[config.mk]
export PLATFORM = sky130hd
export DESIGN_NAME = hps_spi_bridge
export DESIGN_NICKNAME = d
export VERILOG_FILES = /design/src/rtl/hps_spi_bridge.sv
export SDC_FILE = /design/constraint.sdc
export NUM_CORES = 1
export LEC_CHECK = 0
export BUFFER_PORTS_ARGS = -buffer_cell sky130_fd_sc_hd__buf_2
export CELL_PAD_IN_SITES_DETAIL_PLACEMENT = 0
export CELL_PAD_IN_SITES_GLOBAL_PLACEMENT = 1
export CORE_MARGIN = 2
export CORE_UTILIZATION = 43
export CTS_BUF_LIST = sky130_fd_sc_hd__clkbuf_4
export DETAILED_ROUTE_END_ITERATION = 6
export PLACE_DENSITY = 0.81
export SLEW_MARGIN = 20
export SYNTH_ARGS = -nofsm -noshare
export SYNTH_HDL_FRONTEND = slang
export SYNTH_SLANG_ARGS = --single-unit
[constraint.sdc]
create_clock -name sys_clk -period 1.8 [get_ports sys_clk]
set_input_delay 0.09 -clock sys_clk [delete_from_list [all_inputs] [get_ports sys_clk]]
set_output_delay 0.09 -clock sys_clk [all_outputs]
set_load 0.01 [all_outputs]
[src/rtl/hps_spi_bridge.sv]
// HPS SPI/GPIO bridge: oversampled mode-0 SPI slave, WORD_W-bit words, several words per frame.
// Optional mid-word stall abort is enabled by defining HPS_SPI_TIMEOUT_EN.
module hps_spi_bridge #(
  parameter int WORD_W      = 16,
  parameter int SYNC_STAGES = 2,
  parameter int IDX_W       = 4,
  parameter int TIMEOUT_CYC = 4096
) (
  input  logic              sys_clk,
  input  logic              reset,
  input  logic [WORD_W-1:0] gp_in,
  output logic [WORD_W+15:0] gp_out,
  output logic [IDX_W-1:0]  word_idx,
  output logic              io_strobe,
  output logic              frame_err,
  input  logic              spi_mosi,
  output logic              spi_miso,
  input  logic              spi_clk,
  input  logic              spi_cs,
  input  logic              fpga_enable,
  input  logic              osd_enable,
  input  logic              io_enable
);
  localparam int CNT_W = $clog2(WORD_W + 1);

  typedef enum logic {ST_IDLE, ST_SEL} state_t;

  logic [SYNC_STAGES-1:0] clk_sync_q, cs_sync_q, mosi_sync_q, vld_pipe_q;
  logic                   clk_prev_q, cs_prev_q, armed_q;
  state_t                 state_q;
  logic [CNT_W-1:0]       bit_cnt_q;
  logic [WORD_W-1:0]      rx_q, tx_q, word_q;
  logic [IDX_W-1:0]       word_idx_q;
  logic                   done_q, first_q, io_strobe_q, frame_err_q, miso_q;
  logic [2:0]             en_q;

  logic                   clk_s, cs_s, mosi_s;
  logic                   clk_rise, clk_fall, cs_fall, cs_rise, last_bit;
  logic [WORD_W-1:0]      rx_d;
  logic [IDX_W-1:0]       idx_d;

  // Pin synchronisers; reset values model an idle, deselected bus.
  always_ff @(posedge sys_clk) begin
    if (reset) begin
      clk_sync_q  <= '0;
      cs_sync_q   <= '1;
      mosi_sync_q <= '0;
      vld_pipe_q  <= '0;
      clk_prev_q  <= 1'b0;
      cs_prev_q   <= 1'b1;
    end else begin
      clk_sync_q  <= {clk_sync_q[SYNC_STAGES-2:0], spi_clk};
      cs_sync_q   <= {cs_sync_q[SYNC_STAGES-2:0], spi_cs};
      mosi_sync_q <= {mosi_sync_q[SYNC_STAGES-2:0], spi_mosi};
      vld_pipe_q  <= {vld_pipe_q[SYNC_STAGES-2:0], 1'b1};
      clk_prev_q  <= clk_s;
      cs_prev_q   <= cs_s;
    end
  end

  assign clk_s    = clk_sync_q[SYNC_STAGES-1];
  assign cs_s     = cs_sync_q[SYNC_STAGES-1];
  assign mosi_s   = mosi_sync_q[SYNC_STAGES-1];
  assign clk_rise = clk_s & ~clk_prev_q;
  assign clk_fall = ~clk_s & clk_prev_q;
  // A select only counts once a real high cs has been seen since reset.
  assign cs_fall  = armed_q & cs_prev_q & ~cs_s;
  assign cs_rise  = ~cs_prev_q & cs_s;
  assign last_bit = (state_q == ST_SEL) && clk_fall && (bit_cnt_q == CNT_W'(WORD_W - 1));
  assign rx_d     = {rx_q[WORD_W-2:0], mosi_s};
  assign idx_d    = first_q ? '0 : ((&word_idx_q) ? word_idx_q : word_idx_q + IDX_W'(1));

`ifdef HPS_SPI_TIMEOUT_EN
  localparam int TO_W = $clog2(TIMEOUT_CYC + 1);
  logic [TO_W-1:0] to_cnt_q;
  logic            to_hit;
  assign to_hit = (to_cnt_q == TO_W'(TIMEOUT_CYC - 1));
`else
  logic unused_timeout;
  assign unused_timeout = (TIMEOUT_CYC > 0);
`endif

  always_ff @(posedge sys_clk) begin
    if (reset) begin
      state_q     <= ST_IDLE;
      armed_q     <= 1'b0;
      bit_cnt_q   <= '0;
      rx_q        <= '0;
      tx_q        <= '0;
      word_q      <= '0;
      word_idx_q  <= '0;
      done_q      <= 1'b0;
      first_q     <= 1'b0;
      io_strobe_q <= 1'b0;
      frame_err_q <= 1'b0;
      miso_q      <= 1'b0;
      en_q        <= '0;
`ifdef HPS_SPI_TIMEOUT_EN
      to_cnt_q    <= '0;
`endif
    end else begin
      armed_q     <= armed_q | (vld_pipe_q[SYNC_STAGES-1] & cs_s);
      en_q        <= {io_enable, osd_enable, fpga_enable};
      io_strobe_q <= 1'b0;
      frame_err_q <= 1'b0;
      done_q      <= last_bit;
      // Commit one cycle after the last bit, so a word finishing on deselect still lands.
      if (done_q) begin
        word_q      <= rx_q;
        io_strobe_q <= 1'b1;
        tx_q        <= gp_in;
        word_idx_q  <= idx_d;
        first_q     <= 1'b0;
      end
      if (state_q == ST_IDLE) begin
`ifdef HPS_SPI_TIMEOUT_EN
        to_cnt_q <= '0;
`endif
        if (cs_fall) begin
          state_q   <= ST_SEL;
          bit_cnt_q <= '0;
          tx_q      <= gp_in;
          first_q   <= 1'b1;
        end
      end else begin
        if (clk_rise) begin
          miso_q <= tx_q[WORD_W-1];
          tx_q   <= {tx_q[WORD_W-2:0], 1'b0};
        end
        if (clk_fall) begin
          rx_q      <= rx_d;
          bit_cnt_q <= last_bit ? '0 : bit_cnt_q + CNT_W'(1);
        end
`ifdef HPS_SPI_TIMEOUT_EN
        if (clk_rise || clk_fall || bit_cnt_q == '0) begin
          to_cnt_q <= '0;
        end else if (to_hit) begin
          to_cnt_q    <= '0;
          bit_cnt_q   <= '0;
          frame_err_q <= 1'b1;
          tx_q        <= gp_in;
        end else begin
          to_cnt_q <= to_cnt_q + TO_W'(1);
        end
`endif
        if (cs_rise) begin
          state_q   <= ST_IDLE;
          miso_q    <= 1'b0;
          bit_cnt_q <= '0;
          if (bit_cnt_q != '0 && !last_bit) frame_err_q <= 1'b1;
        end
      end
    end
  end

  assign gp_out    = {11'b0, en_q, 2'b0, word_q};
  assign word_idx  = word_idx_q;
  assign io_strobe = io_strobe_q;
  assign frame_err = frame_err_q;
  assign spi_miso  = miso_q;

endmodule

==> impl_metrics.ini <==
[floorplanning]
io-pin-count = 63
rows = 30
start_util_pct = 44.5
die_h_um = 87.9
die-area_mm2 = 0.00772
die_w_um = 87.9
core-area_mm2 = 0.00679

[critical_path]
worstPathArrival_ns = 1.84
timing.critical_path.slowest_stage_cell = a21oi_4
cp_max_fo = 15
max_stage_delay_ns = 0.39
start_kind = register
crit_chain = nand3b_1, or2_1, a21oi_4, a21o_1
cp-end-kind = register
criticalPathCategory = register to register
required_ns = 2.14

[grt]
grt_antenna_before_repair = 0
grt_pass1_vias = 2062
grt_max_degree = 36
grt-ovfl-total = 0
grt_pass1_wl_mm = 9.36
grt.total_usage_pct = 15.6

[layout]
layout-drive-gt1-share_pct = 21.7
diodes = 0
fin_util_pct = 53.7
nets = 409
syn_to_final_growth_pct = 20.5
layoutNonFillerInstCount = 483
final_common_cell = dfxtp_1
mostFrequentLayoutCells = dfxtp_1 (77), buf_2 (49), nand2_1 (44)

[synth]
synth.avg_cell_area_um2 = 9.76
seq_area_frac_synth_pct = 51.0
synth-seq-cells = 77
synth_ff_type = dfxtp_1
synth_warnings = 0
synth_cell_types = 48
syn_inst = 310
async_flop_share_pct = 0
syn-cell-area_mm2 = 0.00303
synth-edff-count = 0

[timing]
setup_violations = 0
finClkSkew_ns = 0.0182
tightestPinTransition_ns = 0.529
period_needed_ns = 1.50
grt_setup_unrepaired = no
finalMaxSlewViolations = 0
min_period_over_period_pct = 83.4
tns_ns = 0
setup_ws_ns = 0.300
fmax_ghz = 0.666
relSlewSlack_pct = 64.7
hold_violations = 0

[placed_design]
port_buffers = 49
dp_slack_ns = 0.336
gp_congestion = 0.837
dpl.cell_count = 444
post-dp-hpwl_mm = 3.83

[clocking]
postCtsSetupBuffers = 0
cts-root-buf = clkbuf_4
clockBufferDepth = 2
cts_num_sinks = 77
cts_tree = done
cts_buffers = 9
clk_pin_slew_ns = 0.11
htree_levels = 3
clock_latency_ns = 0.41

[detailed_routing]
vias = 2323
post-route-drc-count = 0
dr.pass1.iters = 4
wire_per_inst_um = 11.9
drtIter0Drc = 97
detail-route-antenna-nets = 0
vias_per_cell = 4.81
routed_wl_mm = 5.74

[flow_run]
max-cap-violations = 0

[power]
power.density_mw_per_mm2 = 766
vdd_drop_max_mv = 0.589
leakage_nw = 1.63
finalPower_mw = 2.79

[status]
status = completed

[hold_path]
min_path_type = input port to register
## worst paths after layout
path,startpoint,end,slack [ns],cells past startpoint
worst min-delay path,spi_cs,cs_sync_q[0],0.39,3
worst max register to register,cs_sync_q[1],tx_q[11],0.30,4
worst max-delay path,cs_sync_q[1],tx_q[11],0.30,4
worst min register to register,cs_sync_q[0],cs_sync_q[1],0.42,1
## cells in the mapped netlist (all sizes together) (2+ instances only)
cell type | instances | area, um^2
nor4 | 2 | 27.5
dfxtp | 77 | 1540
a22o | 15 | 131
a21oi | 25 | 136
nand3b | 3 | 35.0
a21o | 15 | 113
a211oi | 2 | 15.0
nand3 | 4 | 20.0
clkbuf | 7 | 27.5
nand2b | 2 | 20.0
nor3 | 2 | 10.0
ha | 3 | 37.5
or2 | 4 | 25.0
a32oi | 2 | 17.5
nor2b | 14 | 87.6
and3 | 3 | 18.8
buf | 25 | 180
nor2 | 21 | 78.8
nand4b | 2 | 17.5
mux2i | 17 | 170
inv | 3 | 13.8
nand2 | 44 | 165
and3b | 2 | 18.8
o21ai | 4 | 20.0
## routing by layer
layer,share of wire [%],vias up,global-route usage (%)
met5,0,-,0
met2,46,53,25.8
li1,-,1183,-
met4,0.80,0,3.78
met3,4.6,7,6.69
met1,48,1080,18.9
## through the flow
| stage | area, um^2 | hold WS (ns) |
|---|---|---|
| 3_5_place_dp | 3300 | 0.277 |
| 3_3_place_gp | 3300 | 0.279 |
| 6_report | 3650 | 0.391 |
| 5_1_grt | 3650 | 0.384 |
| 4_1_cts | 3650 | 0.357 |
| 2_1_floorplan | 3070 | 0.194 |
## critical path: cells and delay by family (launching register included)
kind               cells  cell delay, ns
AOI/OAI and AO/OA      2            0.56
and+or+nand+nor        2            0.52
DFF                    1            0.36
## state kept, by name (all words and copies together) (netlist names), 2 cells and up
signal and cells:
vld_pipe_q 2, word_idx 4, word_q 16, tx_q 16
clk_sync_q 2, en_q 3, bit_cnt_q 5, mosi_sync_q 2
cs_sync_q 2, rx_q 16
## area by class of cell
class / count / area, um^2
Inverter: 3 / 13.8
Clock inverter: 3 / 22.5
Timing Repair Buffer: 81 / 543
Multi-Input combinational cell: 210 / 1310
Fill cell: 641 / 3150
Tap cell: 96 / 120
Clock buffer: 13 / 97.6
Sequential cell: 77 / 1540
## report_power, final
group          internal (mW)  switching [mW]
Sequential              1.72          0.0105
Combinational         0.0781          0.0719
Clock                  0.351           0.560
## cells by family (layout without fill, tap and decap cells)
family,after synthesis,in the layout,synth area share (%)
buffers and inverters,35,100,7.32
other,1,13,0.124
multiplexers,17,17,5.62
AO/OA/AOI/OAI,67,67,15.4
XOR/XNOR,1,1,0.290
AND/OR/NAND/NOR,109,109,19.1
flip-flops,77,77,51.0
adder cells (fa/ha/maj),3,3,1.24
## timing repair
action	in CTS	in global routing
hold endpoints to repair	23	0
hold buffers	23	0
resized for setup	0	0
Note: power is estimated with default switching activity, not from simulation.
